[src/rtl/tbce_crc_attach_pkg.sv]
`default_nettype none
// ============================================================================
// Module      : tbce_crc_attach_pkg
// Description : Shared constants and FSM state type for the CRC attach stage.
// Revision    : 1.0 - initial release
// ============================================================================
package tbce_crc_attach_pkg;

  localparam int unsigned     C_CRC_WIDTH     = 16;
  localparam logic [15:0]     C_CRC16_POLY    = 16'h1021;
  localparam int unsigned     C_TB_INIT_WIDTH = 6;

  typedef enum logic [2:0] {
    ST_IDLE = 3'd0,
    ST_LOAD = 3'd1,
    ST_INIT = 3'd2,
    ST_DATA = 3'd3,
    ST_CRC  = 3'd4
  } state_t;

endpackage
`default_nettype wire

[src/rtl/tbce_crc_attach_if.sv]
`default_nettype none
// ============================================================================
// Module      : tbce_crc_attach_if
// Description : Payload-in / stream-out bundle of the CRC attach stage.
//               crc_mask exists only when TBCE_CRC_MASK_EN is defined.
// Revision    : 1.0 - initial release
// ============================================================================
interface tbce_crc_attach_if;
  import tbce_crc_attach_pkg::*;

  logic                       din;
  logic                       din_vld;
  logic                       din_last;
  logic                       din_rdy;
  logic                       dout;
  logic                       dout_vld;
  logic [C_TB_INIT_WIDTH-1:0] dout_init;
  logic                       err;
`ifdef TBCE_CRC_MASK_EN
  logic [C_CRC_WIDTH-1:0]     crc_mask;
`endif

  modport master (
    output din, din_vld, din_last,
    input  din_rdy, dout, dout_vld, dout_init, err
`ifdef TBCE_CRC_MASK_EN
    , output crc_mask
`endif
  );

  modport slave (
    input  din, din_vld, din_last,
    output din_rdy, dout, dout_vld, dout_init, err
`ifdef TBCE_CRC_MASK_EN
    , input crc_mask
`endif
  );

endinterface
`default_nettype wire

[src/rtl/tbce_crc_attach_crc16_serial.sv]
`default_nettype none
// ============================================================================
// Module      : tbce_crc_attach_crc16_serial
// Description : Bit-serial CRC LFSR (crc16_serial), MSB-first, init 0.
// Revision    : 1.0 - initial release
// ============================================================================
module tbce_crc_attach_crc16_serial #(
  parameter int unsigned      WIDTH = 16,
  parameter logic [WIDTH-1:0] POLY  = 16'h1021
) (
  input  wire logic             clk_i,
  input  wire logic             rst_n,
  input  wire logic             clr,
  input  wire logic             en,
  input  wire logic             din,
  output logic      [WIDTH-1:0] crc
);

  logic [WIDTH-1:0] r_crc;
  logic             w_fb;

  assign w_fb = r_crc[WIDTH-1] ^ din;

  always_ff @(posedge clk_i or negedge rst_n) begin
    if (!rst_n) begin
      r_crc <= '0;
    end else if (clr) begin
      r_crc <= '0;
    end else if (en) begin
      r_crc <= {r_crc[WIDTH-2:0], 1'b0} ^ (w_fb ? POLY : '0);
    end
  end

  assign crc = r_crc;

endmodule
`default_nettype wire

[src/rtl/tbce_crc_attach.sv]
`default_nettype none
// ============================================================================
// Module      : tbce_crc_attach
// Description : Buffers one payload frame, appends CRC-16 and presents the
//               tail-biting init state; optional CRC scrambling via
//               TBCE_CRC_MASK_EN.
// Revision    : 1.0 - initial release
// ============================================================================
module tbce_crc_attach
  import tbce_crc_attach_pkg::*;
#(
  parameter int unsigned          MAX_PLD_LEN = 128,
  parameter int unsigned          CNT_WIDTH   = 8,
  parameter int unsigned          CRC_WIDTH   = C_CRC_WIDTH,
  parameter logic [CRC_WIDTH-1:0] CRC_POLY    = C_CRC16_POLY,
  parameter int unsigned          INIT_WIDTH  = C_TB_INIT_WIDTH
) (
  input wire logic         clk_i,
  input wire logic         rst_n,
  tbce_crc_attach_if.slave io
);

  localparam int unsigned          c_addr_w   = (MAX_PLD_LEN > 1) ? $clog2(MAX_PLD_LEN) : 1;
  localparam logic [CNT_WIDTH-1:0] c_max_cnt  = CNT_WIDTH'(MAX_PLD_LEN);
  localparam logic [CNT_WIDTH-1:0] c_crc_last = CNT_WIDTH'(CRC_WIDTH - 1);

  state_t                r_state, w_state_nxt;
  logic [CNT_WIDTH-1:0]  r_cnt, w_cnt_nxt;
  logic [CNT_WIDTH-1:0]  r_len, w_len_nxt;
  logic [CRC_WIDTH-1:0]  r_crc_out, w_crc_out_nxt;
  logic [INIT_WIDTH-1:0] r_dout_init, w_dout_init_nxt;
  logic                  r_dout, w_dout_nxt;
  logic                  r_dout_vld, w_dout_vld_nxt;
  logic                  r_err, w_err_nxt;
  logic                  w_crc_clr, w_crc_en, w_buf_we;
  logic [CRC_WIDTH-1:0]  w_crc, w_mask;
  logic [c_addr_w-1:0]   w_addr;
  logic                  r_buf [MAX_PLD_LEN];

`ifdef TBCE_CRC_MASK_EN
  assign w_mask = io.crc_mask;
`else
  assign w_mask = '0;
`endif

  assign w_addr = r_cnt[c_addr_w-1:0];

  tbce_crc_attach_crc16_serial #(
    .WIDTH (CRC_WIDTH),
    .POLY  (CRC_POLY)
  ) u_crc (
    .clk_i (clk_i),
    .rst_n (rst_n),
    .clr   (w_crc_clr),
    .en    (w_crc_en),
    .din   (io.din),
    .crc   (w_crc)
  );

  always_comb begin
    w_state_nxt     = r_state;
    w_cnt_nxt       = r_cnt;
    w_len_nxt       = r_len;
    w_crc_out_nxt   = r_crc_out;
    w_dout_init_nxt = r_dout_init;
    w_dout_nxt      = 1'b0;
    w_dout_vld_nxt  = 1'b0;
    w_err_nxt       = 1'b0;
    w_crc_clr       = 1'b0;
    w_crc_en        = 1'b0;
    w_buf_we        = 1'b0;

    case (r_state)
      ST_IDLE: begin
        if (io.din_vld) begin
          w_buf_we  = 1'b1;
          w_crc_en  = 1'b1;
          w_cnt_nxt = CNT_WIDTH'(1);
          if (io.din_last) begin
            w_len_nxt   = CNT_WIDTH'(1);
            w_state_nxt = ST_INIT;
          end else begin
            w_state_nxt = ST_LOAD;
          end
        end
      end

      ST_LOAD: begin
        if (io.din_vld) begin
          // A full buffer cannot take another bit, so it is dropped even if it is marked last.
          if (r_cnt == c_max_cnt) begin
            w_err_nxt   = 1'b1;
            w_crc_clr   = 1'b1;
            w_cnt_nxt   = '0;
            w_state_nxt = ST_IDLE;
          end else begin
            w_buf_we  = 1'b1;
            w_crc_en  = 1'b1;
            w_cnt_nxt = r_cnt + CNT_WIDTH'(1);
            if (io.din_last) begin
              w_len_nxt   = r_cnt + CNT_WIDTH'(1);
              w_state_nxt = ST_INIT;
            end
          end
        end
      end

      ST_INIT: begin
        w_err_nxt     = io.din_vld;
        w_crc_out_nxt = w_crc ^ w_mask;
        for (int k = 0; k < INIT_WIDTH; k++) begin
          w_dout_init_nxt[k] = w_crc_out_nxt[INIT_WIDTH-1-k];
        end
        w_crc_clr   = 1'b1;
        w_cnt_nxt   = '0;
        w_state_nxt = ST_DATA;
      end

      ST_DATA: begin
        w_err_nxt      = io.din_vld;
        w_dout_nxt     = r_buf[w_addr];
        w_dout_vld_nxt = 1'b1;
        if (r_cnt == r_len - CNT_WIDTH'(1)) begin
          w_cnt_nxt   = '0;
          w_state_nxt = ST_CRC;
        end else begin
          w_cnt_nxt = r_cnt + CNT_WIDTH'(1);
        end
      end

      ST_CRC: begin
        w_err_nxt      = io.din_vld;
        w_dout_nxt     = r_crc_out[CRC_WIDTH-1];
        w_dout_vld_nxt = 1'b1;
        w_crc_out_nxt  = {r_crc_out[CRC_WIDTH-2:0], 1'b0};
        if (r_cnt == c_crc_last) begin
          w_cnt_nxt   = '0;
          w_state_nxt = ST_IDLE;
        end else begin
          w_cnt_nxt = r_cnt + CNT_WIDTH'(1);
        end
      end

      default: begin
        w_cnt_nxt   = '0;
        w_state_nxt = ST_IDLE;
      end
    endcase
  end

  always_ff @(posedge clk_i or negedge rst_n) begin
    if (!rst_n) begin
      r_state     <= ST_IDLE;
      r_cnt       <= '0;
      r_len       <= '0;
      r_crc_out   <= '0;
      r_dout_init <= '0;
      r_dout      <= 1'b0;
      r_dout_vld  <= 1'b0;
      r_err       <= 1'b0;
    end else begin
      r_state     <= w_state_nxt;
      r_cnt       <= w_cnt_nxt;
      r_len       <= w_len_nxt;
      r_crc_out   <= w_crc_out_nxt;
      r_dout_init <= w_dout_init_nxt;
      r_dout      <= w_dout_nxt;
      r_dout_vld  <= w_dout_vld_nxt;
      r_err       <= w_err_nxt;
    end
  end

  always_ff @(posedge clk_i) begin
    if (w_buf_we) begin
      r_buf[w_addr] <= io.din;
    end
  end

  assign io.din_rdy   = (r_state == ST_IDLE) || (r_state == ST_LOAD);
  assign io.dout      = r_dout;
  assign io.dout_vld  = r_dout_vld;
  assign io.dout_init = r_dout_init;
  assign io.err       = r_err;

endmodule
`default_nettype wire

[src/flat_wrapper.sv]
// flat-port wrapper written by rule: the top's interface ports become plain ports
module tbce_crc_attach_flat import tbce_crc_attach_pkg::*;
#(
  parameter int unsigned          MAX_PLD_LEN = 128,
  parameter int unsigned          CNT_WIDTH   = 8,
  parameter int unsigned          CRC_WIDTH   = C_CRC_WIDTH,
  parameter logic [CRC_WIDTH-1:0] CRC_POLY    = C_CRC16_POLY,
  parameter int unsigned          INIT_WIDTH  = C_TB_INIT_WIDTH
)
  (clk_i, rst_n, io_din, io_din_vld, io_din_last, io_din_rdy, io_dout, io_dout_vld, io_dout_init, io_err);
  tbce_crc_attach_if io_i ();
  input wire logic clk_i;
  input wire logic rst_n;
  input wire logic [$bits(io_i.din)-1:0] io_din;
  input wire logic [$bits(io_i.din_vld)-1:0] io_din_vld;
  input wire logic [$bits(io_i.din_last)-1:0] io_din_last;
  output wire logic [$bits(io_i.din_rdy)-1:0] io_din_rdy;
  output wire logic [$bits(io_i.dout)-1:0] io_dout;
  output wire logic [$bits(io_i.dout_vld)-1:0] io_dout_vld;
  output wire logic [$bits(io_i.dout_init)-1:0] io_dout_init;
  output wire logic [$bits(io_i.err)-1:0] io_err;
  assign io_i.din = io_din;
  assign io_i.din_vld = io_din_vld;
  assign io_i.din_last = io_din_last;
  assign io_din_rdy = io_i.din_rdy;
  assign io_dout = io_i.dout;
  assign io_dout_vld = io_i.dout_vld;
  assign io_dout_init = io_i.dout_init;
  assign io_err = io_i.err;
  tbce_crc_attach #(.MAX_PLD_LEN(MAX_PLD_LEN), .CNT_WIDTH(CNT_WIDTH), .CRC_WIDTH(CRC_WIDTH), .CRC_POLY(CRC_POLY), .INIT_WIDTH(INIT_WIDTH)) u_core (.clk_i(clk_i), .rst_n(rst_n), .io(io_i));
endmodule
[config.mk]
export PLATFORM = sky130hd
export DESIGN_NAME = tbce_crc_attach_flat
export DESIGN_NICKNAME = d
export VERILOG_FILES = /design/src/rtl/tbce_crc_attach_pkg.sv /design/src/rtl/tbce_crc_attach_if.sv /design/src/rtl/tbce_crc_attach_crc16_serial.sv /design/src/rtl/tbce_crc_attach.sv /design/src/flat_wrapper.sv
export SDC_FILE = /design/constraint.sdc
export NUM_CORES = 1
export LEC_CHECK = 0
export CORE_AREA = 2 2 152 154
export DETAILED_ROUTE_END_ITERATION = 8
export DIE_AREA = 0 0 154 156
export MAX_ROUTING_LAYER = met4
export SETUP_SLACK_MARGIN = 0.3
export SLEW_MARGIN = 20
export SYNTH_ARGS = -nofsm -noshare
export SYNTH_HDL_FRONTEND = slang
export SYNTH_SLANG_ARGS = --single-unit
[constraint.sdc]
create_clock -name clk_i -period 2.9 [get_ports clk_i]
set_clock_uncertainty 0.2 [all_clocks]
set_input_delay 0.725 -clock clk_i [delete_from_list [all_inputs] [get_ports clk_i]]
set_output_delay 0.725 -clock clk_i [all_outputs]
set_load 0.03 [all_outputs]
Word-level counts from Yosys, hierarchy flattened. Memory sizes are Yosys's and may differ from the RTL's. Cells that the tools add are included.

Memories kept: 1. Register bits after elaboration: 60. Output and inout port bits: 10. Memory bits (writable): 128. Input port bits: 5. Logic and storage cells: 75.

Bitwise logic cells: 2. Add/sub/neg operators: 2. Reductions and logical operators: 10. Mux-type cells: 36. Equality and inequality tests: 15.

Memory list: u_core.r_buf (words 128, width 1, rd ports 1, clocked after memory_dff 0, write ports 1, line tbce_crc_attach.sv:38) `logic r_buf [MAX_PLD_LEN];`.

Operator list (count): 2-to-1 mux 8 bit (10); 2-to-1 mux 16 bit (2); case mux 16 bit (2 select lines) (1); case mux 8 bit (4 select lines) (1); 2-to-1 mux 3 bit (6); case mux 8 bit (2 select lines) (1); XOR 16 x 13 -> 16 bit (1); case mux 3 bit (5 select lines) (1); 2-to-1 mux 13 bit (1); inequality test 2 bit (second input constant) (5); adder 8 x 1 -> 8 bit (second input constant) (1); == test 8 x 4 -> 1 bit (second input constant) (1); == test 8 bit (1); == test 8 bit (second input constant) (1); 2-to-1 mux 1 bit (8); case mux 1 bit (2 select lines) (4); subtractor 8 x 1 -> 8 bit (second input constant) (1); == test 3 x 2 -> 1 bit (second input constant) (2); AND reduction 6 bit (1); nonzero test 2 bit (3); AND reduction 5 bit (1); inequality test 2 x 1 -> 1 bit (second input constant) (2); == test 3 x 1 -> 1 bit (second input constant) (1); == test 3 bit (second input constant) (1); other kinds (8) (8).

Depth between registers and ports, before layout.
Word-level depth: 6. Mapped depth: 12. Mapped depth without buffers: 9.

Cells and area by module. From an unflattened synthesis, not the netlist that was laid out.

Cell total of the unflattened synthesis: 764. Area, all modules: 8902.3 um^2.

By module, submodules not included: tbce_crc_attach (cells an instance 706, instances 1, sequential area each 4944.7 um^2, area each 8214.1 um^2); tbce_crc_attach_crc16_serial (cells an instance 58, instances 1, sequential area each 400.4 um^2, area each 688.2 um^2).

Least setup slack after synthesis. No wires, ideal clock.

Path kind: register to register. From: register u_core.r_cnt[1]. To: memory u_core.r_buf[89] (enable). Clock period less this slack: 2.920 ns. Setup time: 0.301 ns. Required time: 2.399 ns. Path slack: -0.020 ns. Path buffers: 3. Cell stages (with the launch flop): 13. Arrival: 2.419 ns. Path through: dfrtp_1 buf_2 buf_2 inv_2 ha_1 nand3b_1 nor2_1 nand2_1 and3_1 nor2b_1 nand3_2 buf_4 nor2_1.

Word-level cells in the longest chain between the ends: 6.

Ends and longest elaborated chain: from (decl) (line tbce_crc_attach.sv:28) `logic [CNT_WIDTH-1:0] r_cnt, w_cnt_nxt;`; from (signal assigned) (line tbce_crc_attach.sv:163) `r_cnt <= w_cnt_nxt;`; == test 8 bit (line tbce_crc_attach.sv:91) `if (r_cnt == c_max_cnt) begin`; 2-to-1 mux 1 bit (line tbce_crc_attach.sv:91); 2-to-1 mux 1 bit (line tbce_crc_attach.sv:89) `if (io.din_vld) begin`; case mux 1 bit (2 select lines) (line tbce_crc_attach.sv:73) `case (r_state)`; 2-to-1 mux 1 bit (line tbce_crc_attach.sv:174) `if (w_buf_we) begin`; 2-to-1 mux 1 bit (not written as such) (line tbce_crc_attach.sv:175) `r_buf[w_addr] <= io.din;`; to (decl) (line tbce_crc_attach.sv:38).

Parallel ways exist; a longest one is shown, timed or not.

Final worst setup path.
From: register u_core.r_cnt[1]. To: register u_core.r_dout (netlist: u_core.io.dout).

Word-level cells in the longest chain between the ends: 2.

Ends and longest elaborated chain: memory (128 x 1 bit); case mux 1 bit (2 select lines) (line tbce_crc_attach.sv:73); named net u_core.w_dout_nxt (line tbce_crc_attach.sv:32) `logic r_dout, w_dout_nxt;`; to (signal assigned) (line tbce_crc_attach.sv:167) `r_dout <= w_dout_nxt;`; to (decl) (line tbce_crc_attach.sv:32).

The timed path passes the listed nets, and every way through them passes these cells. A chain may end at the register's enable or synchronous reset.

==> reports/summary.json <==
{
  "path_max_fanout": 5,
  "cts-root-to-sink-buffers": 2,
  "globalRoute.totalOverflow": 0,
  "postSynth.asyncResetShare_pct": 31.9,
  "worst_slew_margin_rel_pct": 57.2,
  "postLayoutSetupSlackWorst_ns": 0.372,
  "worst_skew_pair.late_latency_ns": 0.44,
  "worstMarginPinSlew_ns": 0.641,
  "area.growth.synth_to_final_pct": 17.1,
  "finalCoreUtilization_pct": 45.1,
  "ant_nets": 0,
  "clk_transition_reported_paths_ns": 0.09,
  "dp_hpwl_um": 12000,
  "ys_types": 61,
  "cp-startpoint": "u_core.r_cnt[1]",
  "synth.yosys.seq_area_share_pct": 62.1,
  "slew_viol_final": 0,
  "grt_use_total_pct": 17.1,
  "tritoncts": "yes",
  "criticalPathCategory": "reg2reg",
  "ir_worst_vdd_uv": 509,
  "max_cap_viols": 0,
  "wirelength_um": 19600,
  "swShare_pct": 34.2,
  "fraction_of_power_consumed_by_the_clock_network_pct": 28.1,
  "avgRoutedWirePerCell_um": 19.0,
  "timing_hold_violations_final": 0,
  "post_cts_hold_buffer_count": 0,
  "dieWidth_um": 154,
  "die-area_sq_mm": 0.0240,
  "regToRegSetupSlack_ns": 0.37,
  "setup_repair_after_global_routing_missed_its_margin": "false",
  "critical_path_s_largest_stage_delay_ns": 0.50,
  "post_syn_instances": 686,
  "endpoint": "u_core.io.dout",
  "crit_chain": "buf_12, buf_12, mux4_2, mux2i_1, o22ai_1, nor4_1, buf_4, a41oi_2",
  "seqPwrFrac_pct": 39.9,
  "power.internal_w": 0.00563,
  "cts-htree-levels": 4,
  "cts_buffers": 17,
  "synth_largest_type_area_fraction_pct": 44.7,
  "combined_area_of_all_synthesized_cells_sq_mm": 0.00861,
  "synth_edf_count": 128,
  "critical_path.most_common_cell": "buf_12",
  "buffer_ports.inserted": 14,
  "dr.pass1.iters": 5,
  "synth.ff_latch_count": 188,
  "synth_commonest_cells": "nor2_1 (143), edfxtp_1 (128), dfrtp_1 (60)",
  "timing.hold.worst.class": "in2async",
  "power_per_cell_area_mw_per_mm2": 848,
  "slowest_stage": "mux4_2",
  "grt_start_max_net_pins": 129,
  "syn_avg_cell_area_sq_um": 12.5,
  "power.static_leakage_nw": 3.56,
  "die_h_um": 156,
  "drive_gt1_share_pct": 20.5,
  "worst_ep_required_time_ns": 2.98,
  "vias": 5676,
  "end_kind": "flop",
  "cts-root-buf": "clkbuf_16",
  "initial_antenna_violation_count": 0,
  "yosysWarnings": 0,
  "drt_first_iter_violations": 530,
  "max_freq_ghz": 0.396,
  "vias_in_the_first_global_route": 5718,
  "crit-reg2reg-launch": "u_core.r_cnt[1]",
  "fin_tns_setup_ns": 0,
  "grt_pass1_wl_um": 30900,
  "multi_input_comb_area_sq_mm": 0.00309,
  "worst_reg2reg_path_endpoint": "u_core.io.dout",
  "count_of_cells_along_the_worst_register_to_register_path": 8,
  "power.combinational.fraction_pct": 31.9,
  "fin_crit_sh_pct": 87.2,
  "fill_cells": 2002,
  "drt_drc_violations_left": 0,
  "avgViaCountPerCell": 5.53,
  "setup-violations-final": 0,
  "worst_ep_arrival_time_ns": 2.61,
  "sinks_on_clock_net": 188,
  "num_antenna_cells": 0,
  "power.switching_w": 0.00292,
  "outcome": "finished, final reports clean",
  "dpl_worst_slack_ns": 0.192,
  "final_worst_path_period_need_ns": 2.53,
  "synth.top_cells.by_area": "edfxtp_1 (45%), dfrtp_1 (17%), nor2_1 (6.2%)",
  "core_region_area_sq_mm": 0.0224,
  "synthesis.nets": 694,
  "most_used_standard_cell_by_instance_count_after_synthesis": "nor2_1",
  "startpoint_kind_of_the_worst_setup_timing_path": "flop",
  "top_ports": 15,
  "yosys_most_used_dff": "edfxtp_1",
  "floorplan.initialDensity_pct": 38.5,
  "design.final.nets": 737,
  "core.rowCount": 55,
  "synth_top_cell_by_area": "edfxtp_1",
  "ff_latch_area_sq_mm": 0.00535,
  "gpl.final_weighted_congestion": 0.795
}
## worst min path at each step
stage / start / end / slack [ns]
6_report: rst_n / u_core.io.dout_init[1] / 0.08
5_1_grt: rst_n / u_core.io.dout_init[1] / 0.12
4_1_cts: rst_n / u_core.io.dout_init[1] / 0.1
3_5_place_dp: u_core.r_crc_out[4] / u_core.r_crc_out[4] / 0.26
3_3_place_gp: u_core.r_crc_out[5] / u_core.r_crc_out[5] / 0.26
2_1_floorplan: rst_n / u_core.io.dout / 0.23
## metrics by stage
stage / hold slack [ns] / cells / area (sq um) / power, W
final: 0.0832 / 1027 / 10100 / 0.00855
after global routing: 0.121 / 1027 / 10100 / 0.00896
after CTS: 0.0984 / 1016 / 9850 / 0.00836
after detailed placement: 0.260 / 982 / 9220 / 0.00591
after global placement: 0.259 / 982 / 9220 / 0.00586
after floorplan: 0.229 / 686 / 8620 / 0.00518
## cell type report
type | instances | share of cell area [%]
flip-flops and latches | 188 | 53.1
multi-input cells | 452 | 30.7
repair buffers | 64 | 6.25
clock buffers | 17 | 4.22
well taps | 285 | 3.54
clock inverters | 15 | 1.96
inverters | 6 | 0.224
## logic make-up after synthesis
group	Yosys count	synth area share, %
and+or+nand+nor	272	14.2
buffers and inverters	46	2.82
AOI/OAI and AO/OA	106	9.06
muxes	57	9.97
DFF	188	62.1
adders and majority gates	3	0.436
xor gates and xnor gates	14	1.42
## per-layer routing
layer	GRT usage (%)	wire, um
met1	21.8	8580
met2	27.9	9760
met3	3.36	981
met4	5.30	238
met5	-	0
## what timing repair did
| item | in CTS | in global routing |
|---|---|---|
| setup buffers | 2 | 9 |
| gates cloned | 0 | 2 |
| resized for setup | 3 | 20 |
| pin swaps | 1 | 4 |
| endpoints found under the setup margin | 13 | 139 |
## flip-flops by register name, summed over array words and instances (netlist names), 3 cells and up
register	count
u_core.r_len	8
u_core.r_cnt	8
u_core.r_buf	128
u_core.io.dout_init	6
u_core.u_crc.crc	16
u_core.r_state	3
u_core.r_crc_out	16
## worst max-delay path: cells and delay by family (launching register included)
| family | cells | cell delay (ns) |
|---|---|---|
| buffers and inverters | 3 | 0.46 |
| flip-flops | 1 | 0.49 |
| multiplexers | 2 | 0.67 |
| AND/OR/NAND/NOR | 1 | 0.31 |
| AO/OA/AOI/OAI | 2 | 0.24 |
## power groups by stage
| stage | Combinational, W | Sequential [W] | Clock [W] |
|---|---|---|---|
| after floorplan | 0.00173 | 0.00345 | 0 |
| after global placement | 0.00243 | 0.00344 | 0 |
| after detailed placement | 0.00247 | 0.00345 | 0 |
| after CTS | 0.00251 | 0.00340 | 0.00245 |
| after global routing | 0.00294 | 0.00345 | 0.00257 |
| final | 0.00273 | 0.00341 | 0.00241 |
## cell usage in the layout, fill, tap and decap left out, types with 8 or more instances in the layout
master / netlist / layout
nand2_1: 55 / 54
a22oi_1: 11 / 11
dfrtp_1: 60 / 55
clkbuf_16: 0 / 19
edfxtp_1: 128 / 128
mux2i_1: 25 / 25
nor2_1: 143 / 143
a211oi_1: 8 / 8
a21oi_1: 11 / 11
buf_4: 6 / 39
clkdlybuf4s50_1: 0 / 11
mux4_2: 22 / 22
a22o_1: 19 / 19
o21ai_0: 15 / 15
nand3_1: 17 / 17
mux2_2: 10 / 10
No activity file was read; power rests on OpenSTA's default activity.
